## src/rtl/ysyx_25010008_lsu.sv

```systemverilog
// Load/store unit: takes one memory request at a time and runs it over separate
// read (AR/R) and write (AW/W/B) bus channels, then returns one response.
// Misaligned accesses are rejected locally when MISALIGN_CHECK is set. Size 3 is
// always rejected locally.
module ysyx_25010008_lsu #(
  parameter int unsigned MISALIGN_CHECK = 1
) (
  input  logic        clock,
  input  logic        reset,
  // Request channel
  input  logic        req_valid,
  output logic        req_ready,
  input  logic        req_wen,
  input  logic [31:0] req_addr,
  input  logic [31:0] req_wdata,
  input  logic [1:0]  req_size,
  input  logic        req_unsigned,
  input  logic [4:0]  req_rd,
  // Response channel
  output logic        resp_valid,
  input  logic        resp_ready,
  output logic [31:0] resp_rdata,
  output logic [4:0]  resp_rd,
  output logic        resp_err,
  // Bus read channels
  output logic [31:0] araddr,
  output logic [2:0]  arsize,
  output logic        arvalid,
  input  logic        arready,
  output logic        rready,
  input  logic [31:0] rdata,
  input  logic [1:0]  rresp,
  input  logic        rvalid,
  // Bus write channels
  output logic [31:0] awaddr,
  output logic [2:0]  awsize,
  output logic        awvalid,
  input  logic        awready,
  output logic [31:0] wdata,
  output logic [3:0]  wstrb,
  output logic        wvalid,
  input  logic        wready,
  output logic        bready,
  input  logic [1:0]  bresp,
  input  logic        bvalid
);

  typedef enum logic [2:0] {
    StIdle,
    StAr,
    StR,
    StAww,
    StB,
    StResp
  } state_e;

  state_e      state_q;
  logic        wen_q;
  logic [31:0] addr_q;
  logic [31:0] wdata_q;
  logic [31:0] rdata_q;
  logic [1:0]  size_q;
  logic        unsigned_q;
  logic [4:0]  rd_q;
  logic        err_q;
  logic        aw_done_q;
  logic        w_done_q;

  logic        req_fire;
  logic        req_misaligned;
  logic        req_illegal;
  logic        aw_done_d;
  logic        w_done_d;
  logic [31:0] load_shifted;
  logic [31:0] load_data;

  assign req_fire       = req_valid & req_ready;
  assign req_misaligned = ((req_size == 2'd1) && req_addr[0]) ||
                          ((req_size == 2'd2) && (req_addr[1:0] != 2'b00));
  // Size 3 has no bus encoding here, so it is rejected even with checking off.
  assign req_illegal    = (req_size == 2'd3) || ((MISALIGN_CHECK != 0) && req_misaligned);

  // AW and W complete independently; each flag sticks until both are done.
  assign aw_done_d = aw_done_q | (awvalid & awready);
  assign w_done_d  = w_done_q  | (wvalid & wready);

  // Sequencer: request latching, bus phases and response capture.
  always_ff @(posedge clock) begin
    if (reset) begin
      state_q    <= StIdle;
      wen_q      <= 1'b0;
      addr_q     <= '0;
      wdata_q    <= '0;
      rdata_q    <= '0;
      size_q     <= '0;
      unsigned_q <= 1'b0;
      rd_q       <= '0;
      err_q      <= 1'b0;
      aw_done_q  <= 1'b0;
      w_done_q   <= 1'b0;
    end else begin
      unique case (state_q)
        StIdle: begin
          if (req_fire) begin
            wen_q      <= req_wen;
            addr_q     <= req_addr;
            wdata_q    <= req_wdata;
            size_q     <= req_size;
            unsigned_q <= req_unsigned;
            rd_q       <= req_rd;
            // Cleared so rejected and store responses carry zero data.
            rdata_q    <= '0;
            err_q      <= req_illegal;
            aw_done_q  <= 1'b0;
            w_done_q   <= 1'b0;
            if (req_illegal) begin
              state_q <= StResp;
            end else if (req_wen) begin
              state_q <= StAww;
            end else begin
              state_q <= StAr;
            end
          end
        end
        StAr: begin
          if (arready) begin
            state_q <= StR;
          end
        end
        StR: begin
          if (rvalid) begin
            rdata_q <= rdata;
            err_q   <= (rresp != 2'b00);
            state_q <= StResp;
          end
        end
        StAww: begin
          if (aw_done_d && w_done_d) begin
            aw_done_q <= 1'b0;
            w_done_q  <= 1'b0;
            state_q   <= StB;
          end else begin
            aw_done_q <= aw_done_d;
            w_done_q  <= w_done_d;
          end
        end
        StB: begin
          if (bvalid) begin
            err_q   <= (bresp != 2'b00);
            state_q <= StResp;
          end
        end
        StResp: begin
          if (resp_ready) begin
            state_q <= StIdle;
          end
        end
        default: state_q <= StIdle;
      endcase
    end
  end

  // Handshake outputs decoded purely from state and completion flags.
  always_comb begin
    req_ready  = (state_q == StIdle);
    arvalid    = (state_q == StAr);
    rready     = (state_q == StR);
    awvalid    = (state_q == StAww) && !aw_done_q;
    wvalid     = (state_q == StAww) && !w_done_q;
    bready     = (state_q == StB);
    resp_valid = (state_q == StResp);
  end

  assign araddr  = addr_q;
  assign awaddr  = addr_q;
  assign arsize  = {1'b0, size_q};
  assign awsize  = {1'b0, size_q};
  assign wdata   = wdata_q << {addr_q[1:0], 3'b000};
  assign resp_rd = rd_q;
  assign resp_err = err_q;

  // Byte-lane strobes follow the low address bits of the access.
  always_comb begin
    wstrb = 4'b1111;
    unique case (size_q)
      2'd0:    wstrb = 4'b0001 << addr_q[1:0];
      2'd1:    wstrb = 4'b0011 << addr_q[1:0];
      default: wstrb = 4'b1111;
    endcase
  end

  // Load data: move the addressed lane to bit 0, then extend to 32 bits.
  always_comb begin
    load_shifted = rdata_q >> {addr_q[1:0], 3'b000};
    load_data    = load_shifted;
    unique case (size_q)
      2'd0:    load_data = {{24{~unsigned_q & load_shifted[7]}}, load_shifted[7:0]};
      2'd1:    load_data = {{16{~unsigned_q & load_shifted[15]}}, load_shifted[15:0]};
      default: load_data = load_shifted;
    endcase
    resp_rdata = wen_q ? 32'h0 : load_data;
  end

endmodule

```

## config.mk

```make
export PLATFORM = sky130hd
export DESIGN_NAME = ysyx_25010008_lsu
export DESIGN_NICKNAME = d
export VERILOG_FILES = /design/src/rtl/ysyx_25010008_lsu.sv
export SDC_FILE = /design/constraint.sdc
export NUM_CORES = 1
export LEC_CHECK = 0
export ABC_CLOCK_PERIOD_IN_PS = 2000
export BUFFER_PORTS_ARGS = -buffer_cell sky130_fd_sc_hd__buf_4
export CAP_MARGIN = 25
export CORE_ASPECT_RATIO = 0.7
export CORE_MARGIN = 4
export CORE_UTILIZATION = 30
export DETAILED_ROUTE_END_ITERATION = 8
export PLACE_DENSITY = 0.62
export SLEW_MARGIN = 20
export SYNTH_ARGS = -nofsm -noshare
export SYNTH_HDL_FRONTEND = slang
export SYNTH_SLANG_ARGS = --single-unit
```

## constraint.sdc

```tcl
create_clock -name clock -period 2 [get_ports clock]
set_input_delay 0.2 -clock clock [delete_from_list [all_inputs] [get_ports clock]]
set_output_delay 0.2 -clock clock [all_outputs]
set_load 0.02 [all_outputs]
```

==> results of run 1 <==
metal layers:
metal | up-vias | share of wire, % | track usage (%)
met4 | 4 | 0.92 | 4.185
met2 | 250 | 42 | 27.06
li1 | 2983 | - | -
met5 | - | 0.15 | 0
met3 | 17 | 9.9 | 7.191
met1 | 2856 | 47 | 26.75
logic make-up after synthesis:
logic type      after synthesis  synth area share [%]
simple gates                313                 24.76
compound gates              200                 19.77
flops                       111                 38.71
buf+inv                     106                 10.07
mux                          37                 6.626
other cells                   1               0.06533
through the flow:
step | setup TNS (ns) | area [um^2] | worst slack [ns] | power, mW | utilization (%)
finish | -1.627 | 8113 | -0.1326 | 9.906 | 43.00
global route | -4.865 | 8113 | -0.2118 | 10.58 | 43.00
CTS | -2.724 | 8074 | -0.1446 | 9.985 | 42.80
detailed placement | 0 | 7757 | 0.1253 | 8.161 | 41.12
global placement | 0 | 7757 | 0.1729 | 8.138 | 41.12
floorplan | -0.8162 | 5762 | -0.04682 | 6.231 | -
worst max-delay path by stage:
stage                            from        endpoint  slack, ns  depth (start not counted)
after global routing        araddr[1]  resp_rdata[14]      -0.21                          5
after global placement      araddr[1]  resp_rdata[13]       0.17                          5
after detailed placement  rdata_q[31]   resp_rdata[9]       0.13                          5
after floorplan             araddr[0]  resp_rdata[16]      -0.05                          6
final                       araddr[1]   resp_rdata[9]      -0.13                          5
after CTS                   araddr[1]   resp_rdata[9]      -0.14                          5
power by group through the flow:
stage               Sequential (mW)  Combinational [mW]  Clock (mW)
floorplan                      3.13                3.11           0
global placement               3.11                5.03           0
detailed placement             3.11                5.05           0
CTS                            3.07                5.08        1.83
global route                   3.15                5.52        1.91
finish                         3.08                5.08        1.75
sequential cells by signal (all words and copies together) (netlist names), 2 cells and up:
signal,cells
araddr,32
rdata_q,32
resp_rd,5
size_q,2
state_q,3
wdata_q,32
cell usage in the layout, fill, tap and decap left out, types with 15 or more instances in the layout:
cell	netlist	final
sky130_fd_sc_hd__nand2_1	196	195
sky130_fd_sc_hd__nand4_1	32	32
sky130_fd_sc_hd__o21ai_0	24	18
sky130_fd_sc_hd__and2_1	15	15
sky130_fd_sc_hd__buf_4	38	280
sky130_fd_sc_hd__nor2_1	29	27
sky130_fd_sc_hd__nor2b_1	17	16
sky130_fd_sc_hd__mux2i_1	35	34
sky130_fd_sc_hd__dfxtp_1	111	108
sky130_fd_sc_hd__a21oi_1	126	121
sky130_fd_sc_hd__a211oi_1	23	21
layout make-up:
type                            count  area share [%]
Clock inverter                      5          0.4781
Timing Repair Buffer              291           28.08
Sequential cell                   111           27.50
Multi-Input combinational cell    552           37.17
Tap cell                          242           3.732
Clock buffer                       11           2.992
Inverter                            1         0.04627
worst max-delay path, delay by kind of cell (launching register included):
kind,cells,cell delay (ns)
muxes,2,0.42
AOI/OAI and AO/OA,1,0.17
buffers and inverters,1,0.16
and+or+nand+nor,1,0.46
DFF,1,0.37
repair_timing:
| action | 4_1_cts | 5_1_grt |
|---|---|---|
| endpoints found under the setup margin | 40 | 47 |
| gates resized for setup | 10 | 16 |
| hold buffers | 0 | 0 |
| gates cloned | 0 | 0 |
==> results summary, run 1 <==
The final reports fail on setup timing. The clock network accounts for 17.6% of the total power. Counting instances, the worst hold path has a depth of 3. The endpoint arrival time on the critical path is 1.93 ns. The total number of nets in the final design is 1084.

For this run, the slowest stage of the critical path takes 0.46 ns. Counting cells, the worst reg-to-reg path comes to 5. The share of synthesized flip-flops with an asynchronous set or reset came out at 0%. The worst IR drop on VDD is 0.5810 mV. The number of enable-type register cells in the synthesized netlist came out at 0. STA classifies the critical path startpoint as a register.

The category of the most critical setup path is reg2out. The combinational share of power came out at 51.3%. The number of clock sinks came out at 111. The via count of the first global-routing pass is 5710.

The startpoint identified for the worst register-to-register timing path is state_q[2]. Across all setup checks in the final design, the least slack found is -0.1326 ns. Traced cell by cell, the critical path runs through mux2i_1 > mux2_4 > or3_4 > a21oi_1 > buf_4. The DRC violations left came out at 0. The effective utilization at floorplan is 30.43%.

The initial antenna violation count is 2. Final hold analysis gives a worst-case slack of 0.08299 ns. The achievable frequency is 468.9 MHz. Cells with a size suffix above 1 make up 34.50% of the layout. Setup violations remaining at the end of the flow were counted as 25.

In this run the most critical hold path is launched from req_addr[26]. Sorting the synthesized cells by how often they occur yields sky130_fd_sc_hd__nand2_1, sky130_fd_sc_hd__a21oi_1, sky130_fd_sc_hd__dfxtp_1, sky130_fd_sc_hd__clkbuf_1, sky130_fd_sc_hd__buf_4. The worst register-to-register path ends at w_done_q. The multi-input logic area came out at 3015 um^2.

Compared with the post-synthesis result, the final layout area differs by 41.33%. For hold timing, the worst endpoint is araddr[26]. The footprint of the flip-flops and latches is 2231 um^2. The synthesized area divided by synthesized cell count is 7.475 um^2. The total overflow left after global routing is 0.

The largest net degree at the start of global routing came out at 63. The number of port buffers came out at 266. The run finished, with violations left. The number of fill cells came out at 1922. The critical path required time is 1.80 ns. Buffers added to address setup during post-CTS repair amount to 0.

By area the synthesized netlist is led by sky130_fd_sc_hd__dfxtp_1, sky130_fd_sc_hd__nand2_1, sky130_fd_sc_hd__a21oi_1. For the final database, setup skew stands at 0.009815 ns. The maximum level of the CTS H-tree is 3.

The number of optimization iterations in the first detailed-route pass is 5. The placeable core region is 18870 um^2. The static leakage power is 3.400 nW. In this run the vertical extent of the chip is 123.7 um. In this run, synthesis produced a sequential element count of 111.

The most common cell in the synthesized netlist is sky130_fd_sc_hd__nand2_1. After detailed routing, the total wire length is 20890 um. The routed layout has 6110 vias.

The die footprint came out at 21450 um^2. The predominant post-synthesis flop cell is sky130_fd_sc_hd__dfxtp_1. In this run, placement finished with an instance count of 1197. The width of the chip is 173.3 um.

The largest total area in the synthesized netlist belongs to sky130_fd_sc_hd__dfxtp_1. The number of max-cap violations is 0. The standard cell with the maximum stage delay on the critical path is sky130_fd_sc_hd__or3_4. The detailed router's first-iteration violation count is 485.

For this design the ratio of total power to cell area is 1221 nW/um^2. The overall fraction of global-route tracks in use is 18.84%. The internal power of the cells totals 5.531 mW. The power dissipated by switching net loads is 4.375 mW. The worst path in the final design needs a cycle of 2.133 ns, including I/O delays and setup.

The part of the Yosys area used for sequential elements came out at 38.71%. The final antenna-violating net count came out at 0. The number of failing hold endpoints at the final stage is 0. The number of diodes is 0. The slew at the pin closest to its max-slew limit came out at 0.6432 ns. The switching share of total power is 44.16%. The first-pass GRT wire length came out at 32060 um. The max-slew violation total from the final report is 0. The sequential fraction of design power is 31.1%. The cell count after synthesis came out at 768. The maximum root-to-sink buffer count is 2. The mean number of vias per cell came out at 5.037.

The slack of the worst reg-to-reg path is 0.23 ns. The final non-filler cell total came out at 1213. The clock latency of the later-clocked register in the worst-skew pair is 0.36 ns.

The distinct cell type count of the synthesized netlist came out at 47. The number of CTS-inserted buffers came out at 9. Setup repair after global routing could not meet its margin everywhere. The synthesized cell area came out at 5741 um^2. The average detailed-routed wire length per instance is 17.22 um.

The category of the worst setup path capture point is an output pin. Row generation in the floorplan step produced 42 rows. The share of the clock period used by the worst path came out at 106.6%.

The area fraction of the dominant cell type after synthesis is 38.71%. The class of the tightest hold or removal check is in2reg. The clock-pin slew of the registers on the worst-case setup and hold paths came out at 0.08 ns. The count of yosys warnings during synthesis is 0. Headroom to the max-slew limit came out at 56.79%. The HPWL after detailed placement is 15750 um. The cell at the root of the clock tree is sky130_fd_sc_hd__clkbuf_16. The CTS tree is done. The largest driver fanout on the critical path is 8. The routability-driven placement congestion ratio is 0.8845. In this run the count of I/O pins placed on the die edge is 269.
Note: power is estimated with default switching activity, not from simulation.
==> run 2: changes to the inputs <==
- ABC_CLOCK_PERIOD_IN_PS: 2000 -> 1800
- PLACE_DENSITY: 0.62 -> 0.64
- clock period: 2 -> 1.8 ns (I/O delays scaled with it)
==> run 2 against run 1 <==
Die area stayed put. Sequential power is 13% higher. Sequential share of layout area is 3.1 points lower. Combinational power is 30% higher. Cell area is 13% higher. Global-route usage is 0.36 points higher. First-iteration DRC count is 15% higher. The flow still finishes with violations (setup timing). Hold slack worse by 0.012 ns.
==> results summary, run 2 (synthesis gave the netlist of run 1 again) <==
The flow ran to the end, but the final reports show violations. The final reports fail on setup timing. The worst IR drop on VDD came to 0.7569 mV (+30%). The max-slew violation total from the final report came out at 0 (unchanged). The largest driver fanout on the critical path is 8 (unchanged). The global route total overflow is 0 (unchanged). The worst hold slack after final layout is 0.07067 ns (-0.01231 ns).

The first-pass GRT wire length came to 32660 um (+1.9%). The detailed router's first-iteration violation count came to 557 (+15%). The number of CTS-inserted buffers was 9 (unchanged).

The category of the most critical setup path is reg2out. The clock latency of the later-clocked register in the worst-skew pair came out at 0.35 ns (about the same). The final non-filler cell total is 1250 (+3.1%). The mean number of vias per cell is 5.028 (-0.18%). The area growth from synthesis to layout is 59.33%. The delay of the slowest critical-path stage came out at 0.46 ns (about the same).

The number of optimization iterations in the first detailed-route pass is 5 (unchanged). The number of placed instances with taps included came out at 1218 (+1.8%). The final worst setup slack came out at -0.2974 ns (-0.1648 ns).

The via count of the first global-routing pass is 5667 (-0.75%). The average detailed-routed wire length per instance was 17.71 um (+2.8%). Setup repair after global routing could not meet its margin everywhere.

The number of failing hold endpoints at the final stage was 0 (unchanged). The maximum clock skew at final layout is 0.01009 ns (+0.0002791 ns). The DRC violations left is 0 (unchanged). The largest net degree at the start of global routing is 60 (-4.8%).

The number of clock sinks is 111 (unchanged). The smallest clock period supported by the final layout is computed as 2.097 ns. The initial antenna violation count came out at 0 (-2). The static leakage power is 3.771 nW (+11%).

The overall die height came out at 123.7 um (unchanged). The number of max-cap violations came out at 0 (unchanged). The count of hold buffers inserted by post-cts repair came out at 0 (unchanged). Derived from the worst setup path, the maximum achievable clock frequency is 476.8 MHz. The largest individual stage delay along the critical path comes from the cell sky130_fd_sc_hd__or3_4. The number of fill cells is 1814 (-5.6%).

The share of final-layout standard cells stronger than drive strength 1 is 43.30% (+8.8 points). TritonCTS built the clock tree. The wire length after detailed routing came out at 22140 um (+5.9%). The HPWL after detailed placement came to 15980 um (+1.4%). The endpoint arrival time on the critical path is 1.92 ns (about the same). The number of primary I/O pins came out at 269 (unchanged). The category of the worst setup path capture point is an output pin.

The startpoint kind of the worst setup timing path is a register. The final antenna-violating net count is 0 (unchanged). The number of port buffers is 266 (unchanged). The signal on the critical path passes through mux2i_1 > mux2_4 > or3_4 > a21oi_4 > buf_6. Leaving out fill and tap cells, the most frequent cell in the layout is sky130_fd_sc_hd__buf_4. The overall fraction of global-route tracks in use is 19.20% (+0.36 points).

The width of the chip is 173.3 um (unchanged). The die footprint came out at 21450 um^2 (unchanged). The maximum level of the CTS H-tree came out at 3 (unchanged). The worst hold path belongs to the class in2reg.

The setup-violating endpoint count in the final report is 37 (+48%). The share of the clock period used by the worst path came out at 116.5%. The placeable core region was 18870 um^2 (unchanged). The routability-driven placement congestion ratio came out at 0.8760 (-0.96%). The root buffer cell chosen for the clock tree is sky130_fd_sc_hd__clkbuf_16. The total vias in the final route is 6285 (+2.9%). In the layout the commonest cells are sky130_fd_sc_hd__buf_4, sky130_fd_sc_hd__nand2_1, sky130_fd_sc_hd__a21oi_1, sky130_fd_sc_hd__dfxtp_1, sky130_fd_sc_hd__buf_6.

The clock-pin slew of the registers on the worst-case setup and hold paths is 0.07 ns (about the same). The total number of nets in the final design is 1121 (+3.4%). The maximum root-to-sink buffer count came out at 2 (unchanged). The power density over the cells is 1310 nW/um^2 (+7.3%). The critical path required time came out at 1.62 ns (-0.18 ns). The effective utilization at floorplan is 30.43% (unchanged). The number of cell rows is 42 (unchanged).
[run 2: layout make-up]
cell class / count / area [um^2] / area share, %
Multi-Input combinational cell: 552 / 3465 / 37.88
Timing Repair Buffer: 328 / 2867 / 31.34
Sequential cell: 111 / 2233 / 24.42
Tap cell: 242 / 302.8 / 3.311
Clock buffer: 11 / 242.7 / 2.654
Clock inverter: 4 / 30.03 / 0.3283
Inverter: 1 / 3.754 / 0.04104
Antenna cell: 1 / 2.502 / 0.02736
[run 2: path summary, 6_finish.rpt]
path,startpoint,cells past startpoint,slack (ns),end
max reg2reg,state_q[0],5,0.24,state_q[1]
max,araddr[1],5,-0.30,resp_rdata[10]
min,req_addr[19],3,0.07,araddr[19]
min reg2reg,resp_rd[4],2,0.46,resp_rd[4]
[run 2: repair_timing]
action,4_1_cts,5_1_grt
endpoints found under the hold margin,0,0
setup buffers,6,6
setup endpoints to repair,57,62
resized for setup,52,87
gates cloned,6,1
pin swaps,2,7
[run 2: critical path, delay by kind of cell, from the launching register on]
family / cells / cell delay (ns)
AOI/OAI and AO/OA: 1 / 0.19
muxes: 2 / 0.42
DFF: 1 / 0.38
and+or+nand+nor: 1 / 0.46
buffers and inverters: 1 / 0.13
[run 2: where the power goes]
group | internal, mW | switching [mW]
sequential | 2.93 | 0.547
clock | 0.977 | 0.928
combinational | 2.84 | 3.76
[run 2: through the flow]
step	power (mW)	utilization, %	setup WS [ns]	TNS (ns)	area, um^2
finish	11.98	48.48	-0.2974	-7.344	9146
global placement	9.292	43.06	0.02872	0	8124
floorplan	7.044	-	-0.01704	-0.1229	5933
detailed placement	9.339	43.06	0.01342	0	8124
global route	12.69	48.47	-0.3698	-10.31	9144
CTS	11.61	46.31	-0.3041	-7.935	8736
[run 2: layer usage]
metal,share of wire [%],global-route usage (%),vias up
li1,-,-,3069
met1,46,27.97,2886
met2,42,27.13,307
met3,11,6.887,23
met4,1.3,3.986,0
met5,0,0,-
==> run 3: changes to the inputs <==
- MAX_ROUTING_LAYER: default -> met4
==> run 3 against run 2 <==
The run still ends with setup timing left. Clock skew about the same. Non-clock buffer count rose by 3. Total power rose by 0.69%. Final cell count grew 0.24%. First-iteration DRC count shrank 3.6%. Clock-buffer cell count stayed put. Global-route usage is 0.58 points higher. Flip-flop and latch count is the same. Sequential power barely moved. Largest cell class unchanged.
==> results summary, run 3 (synthesis gave the netlist of run 1 again) <==
TritonCTS built the clock tree. The maximum level of the CTS H-tree came out at 3 (unchanged). The number of clock sinks is 111 (unchanged). The overall fraction of global-route tracks in use came to 19.78% (+0.58 points). The number of cell rows came out at 42 (unchanged). The achievable frequency came out at 468.3 MHz (-1.8%).

The worst IR drop on VDD is 0.7649 mV (+1.1%). The die footprint is 21450 um^2 (unchanged). The cell count of the worst reg-to-reg path was 5 (unchanged). The number of max-cap violations is 0 (unchanged). The final critical-path required period came out at 2.136 ns (+0.03817 ns). The max-slew violation total from the final report is 0 (unchanged).

The final worst setup slack came out at -0.3355 ns (-0.03817 ns). The number of optimization iterations in the first detailed-route pass is 5 (unchanged). The aggregate negative setup slack was -8.347 ns (-1.003 ns). The first-pass GRT wire length is 32680 um (about the same). In this run the most critical hold path is launched from req_addr[19]. Setup repair after global routing could not meet its margin everywhere.

The share of the clock period used by the worst path is 118.6% (+2.1 points). The leading cell type in the layout, fill and taps excluded is sky130_fd_sc_hd__buf_4. The total number of nets in the final design is 1124 (+0.27%). The detailed router's first-iteration violation count was 537 (-3.6%).

The instance area at placement came out at 8124 um^2 (unchanged). The startpoint kind of the worst setup timing path is a register. CTS placed an instance of sky130_fd_sc_hd__clkbuf_16 at the clock tree root.

The maximum clock skew at final layout is 0.01019 ns (+0.00009170 ns). The number of primary I/O pins came out at 269 (unchanged). The post-route cell area is 9169 um^2 (+0.25%).

The library cells used most frequently in the layout, excluding fill and tap cells, are sky130_fd_sc_hd__buf_4, sky130_fd_sc_hd__nand2_1, sky130_fd_sc_hd__a21oi_1, sky130_fd_sc_hd__dfxtp_1, sky130_fd_sc_hd__buf_6. The run finished, with violations left. The number of CTS-inserted buffers is 9 (unchanged). The global route total overflow came to 0 (unchanged). The endpoint arrival time on the critical path is 1.96 ns (+0.04 ns).

The worst hold slack after final layout is 0.07050 ns (-0.0001693 ns). The setup-violating endpoint count in the final report came to 40 (+8.1%). The number of instances on the worst hold path came to 3 (unchanged). The HPWL after detailed placement came out at 15980 um (unchanged). The width of the chip is 173.3 um (unchanged). The final core area utilization was 48.60% (+0.12 points). The initial antenna violation count is 0 (unchanged). The clock-pin slew of the registers on the worst-case setup and hold paths came out at 0.07 ns (about the same). The placeable core region came to 18870 um^2 (unchanged). The total vias in the final route was 6351 (+1.1%).

The maximum root-to-sink buffer count came out at 2 (unchanged). The share of final-layout standard cells stronger than drive strength 1 is 43.27% (about the same). The number of port buffers came out at 266 (unchanged). The signed area change from the synthesized netlist to the final layout came out at 59.72%. STA classifies the critical path endpoint as an output pin.

The mean number of vias per cell came out at 5.069 (+0.81%). The origin of the worst setup path is araddr[1]. The final non-filler cell total came to 1253 (+0.24%).

The final reports fail on setup timing. The routability-driven placement congestion ratio is 0.8905 (+1.7%). The effective utilization at floorplan came out at 30.43% (unchanged). The power density over the cells came out at 1316 nW/um^2 (+0.44%).

The static leakage power was 3.767 nW (about the same). The largest net degree at the start of global routing is 60 (unchanged). The average detailed-routed wire length per instance is 17.98 um (+1.5%). The final antenna-violating net count is 0 (unchanged). The largest driver fanout on the critical path is 16 (+8).

The number of failing hold endpoints at the final stage came out at 0 (unchanged). The wire length after detailed routing is 22530 um (+1.8%). The number of placed instances with taps included came out at 1218 (unchanged). The overall die height came to 123.7 um (unchanged). The DRC violations left is 0 (unchanged). The critical path required time is 1.62 ns (about the same). The worst register-to-register path begins at state_q[0]. The path class of the tightest hold or removal check is in2reg.

The via count of the first global-routing pass is 5686 (+0.34%). The category of the most critical setup path is reg2out. The clock latency of the later-clocked register in the worst-skew pair is 0.35 ns (about the same).
run 3: layout make-up:
cell class,count,area [um^2]
Antenna cell,1,2.502
Clock buffer,11,242.7
Clock inverter,4,30.03
Fill cell,1817,9697
Inverter,1,3.754
Multi-Input combinational cell,552,3426
Sequential cell,111,2231
Tap cell,242,302.8
Timing Repair Buffer,331,2930
run 3: per-layer routing:
| layer | share of wire (%) | routed length (um) | track usage, % |
|---|---|---|---|
| met1 | 46 | 10270 | 28.23 |
| met2 | 43 | 9645 | 27.23 |
| met3 | 10 | 2337 | 6.402 |
| met4 | 1.2 | 271 | 3.986 |
| met5 | 0 | 0 | - |
run 3: worst paths after layout:
kind / slack [ns] / to
min: 0.07 / araddr[19]
min reg2reg: 0.46 / resp_rd[4]
max reg2reg: 0.24 / state_q[1]
max: -0.34 / resp_rdata[25]
run 3: timing repair:
action                                  4_1_cts  5_1_grt
pin swaps                                     2       14
gates cloned                                  6        4
setup buffers                                 6        5
hold buffers                                  0        0
endpoints found under the setup margin       57       62
gates resized for setup                      52       80
run 3: through the flow:
stage / power, mW / worst slack [ns]
after floorplan: 7.044 / -0.01704
after global placement: 9.292 / 0.02872
after detailed placement: 9.339 / 0.01342
after CTS: 11.61 / -0.3041
after global routing: 12.75 / -0.3881
final: 12.06 / -0.3355
run 3: power by group:
group          internal (mW)  leakage, nW  switching [mW]
sequential              2.92        0.907           0.540
clock                  0.977        0.132           0.927
combinational           2.89         2.73            3.81
run 3: critical path, stage by stage, from the launching register on:
cell and delay [ns]:
sky130_fd_sc_hd__dfxtp_4 0.38, sky130_fd_sc_hd__mux2i_2 0.16, sky130_fd_sc_hd__mux2_4 0.28, sky130_fd_sc_hd__mux2_4 0.39, sky130_fd_sc_hd__o21ai_1 0.22, sky130_fd_sc_hd__buf_4 0.17
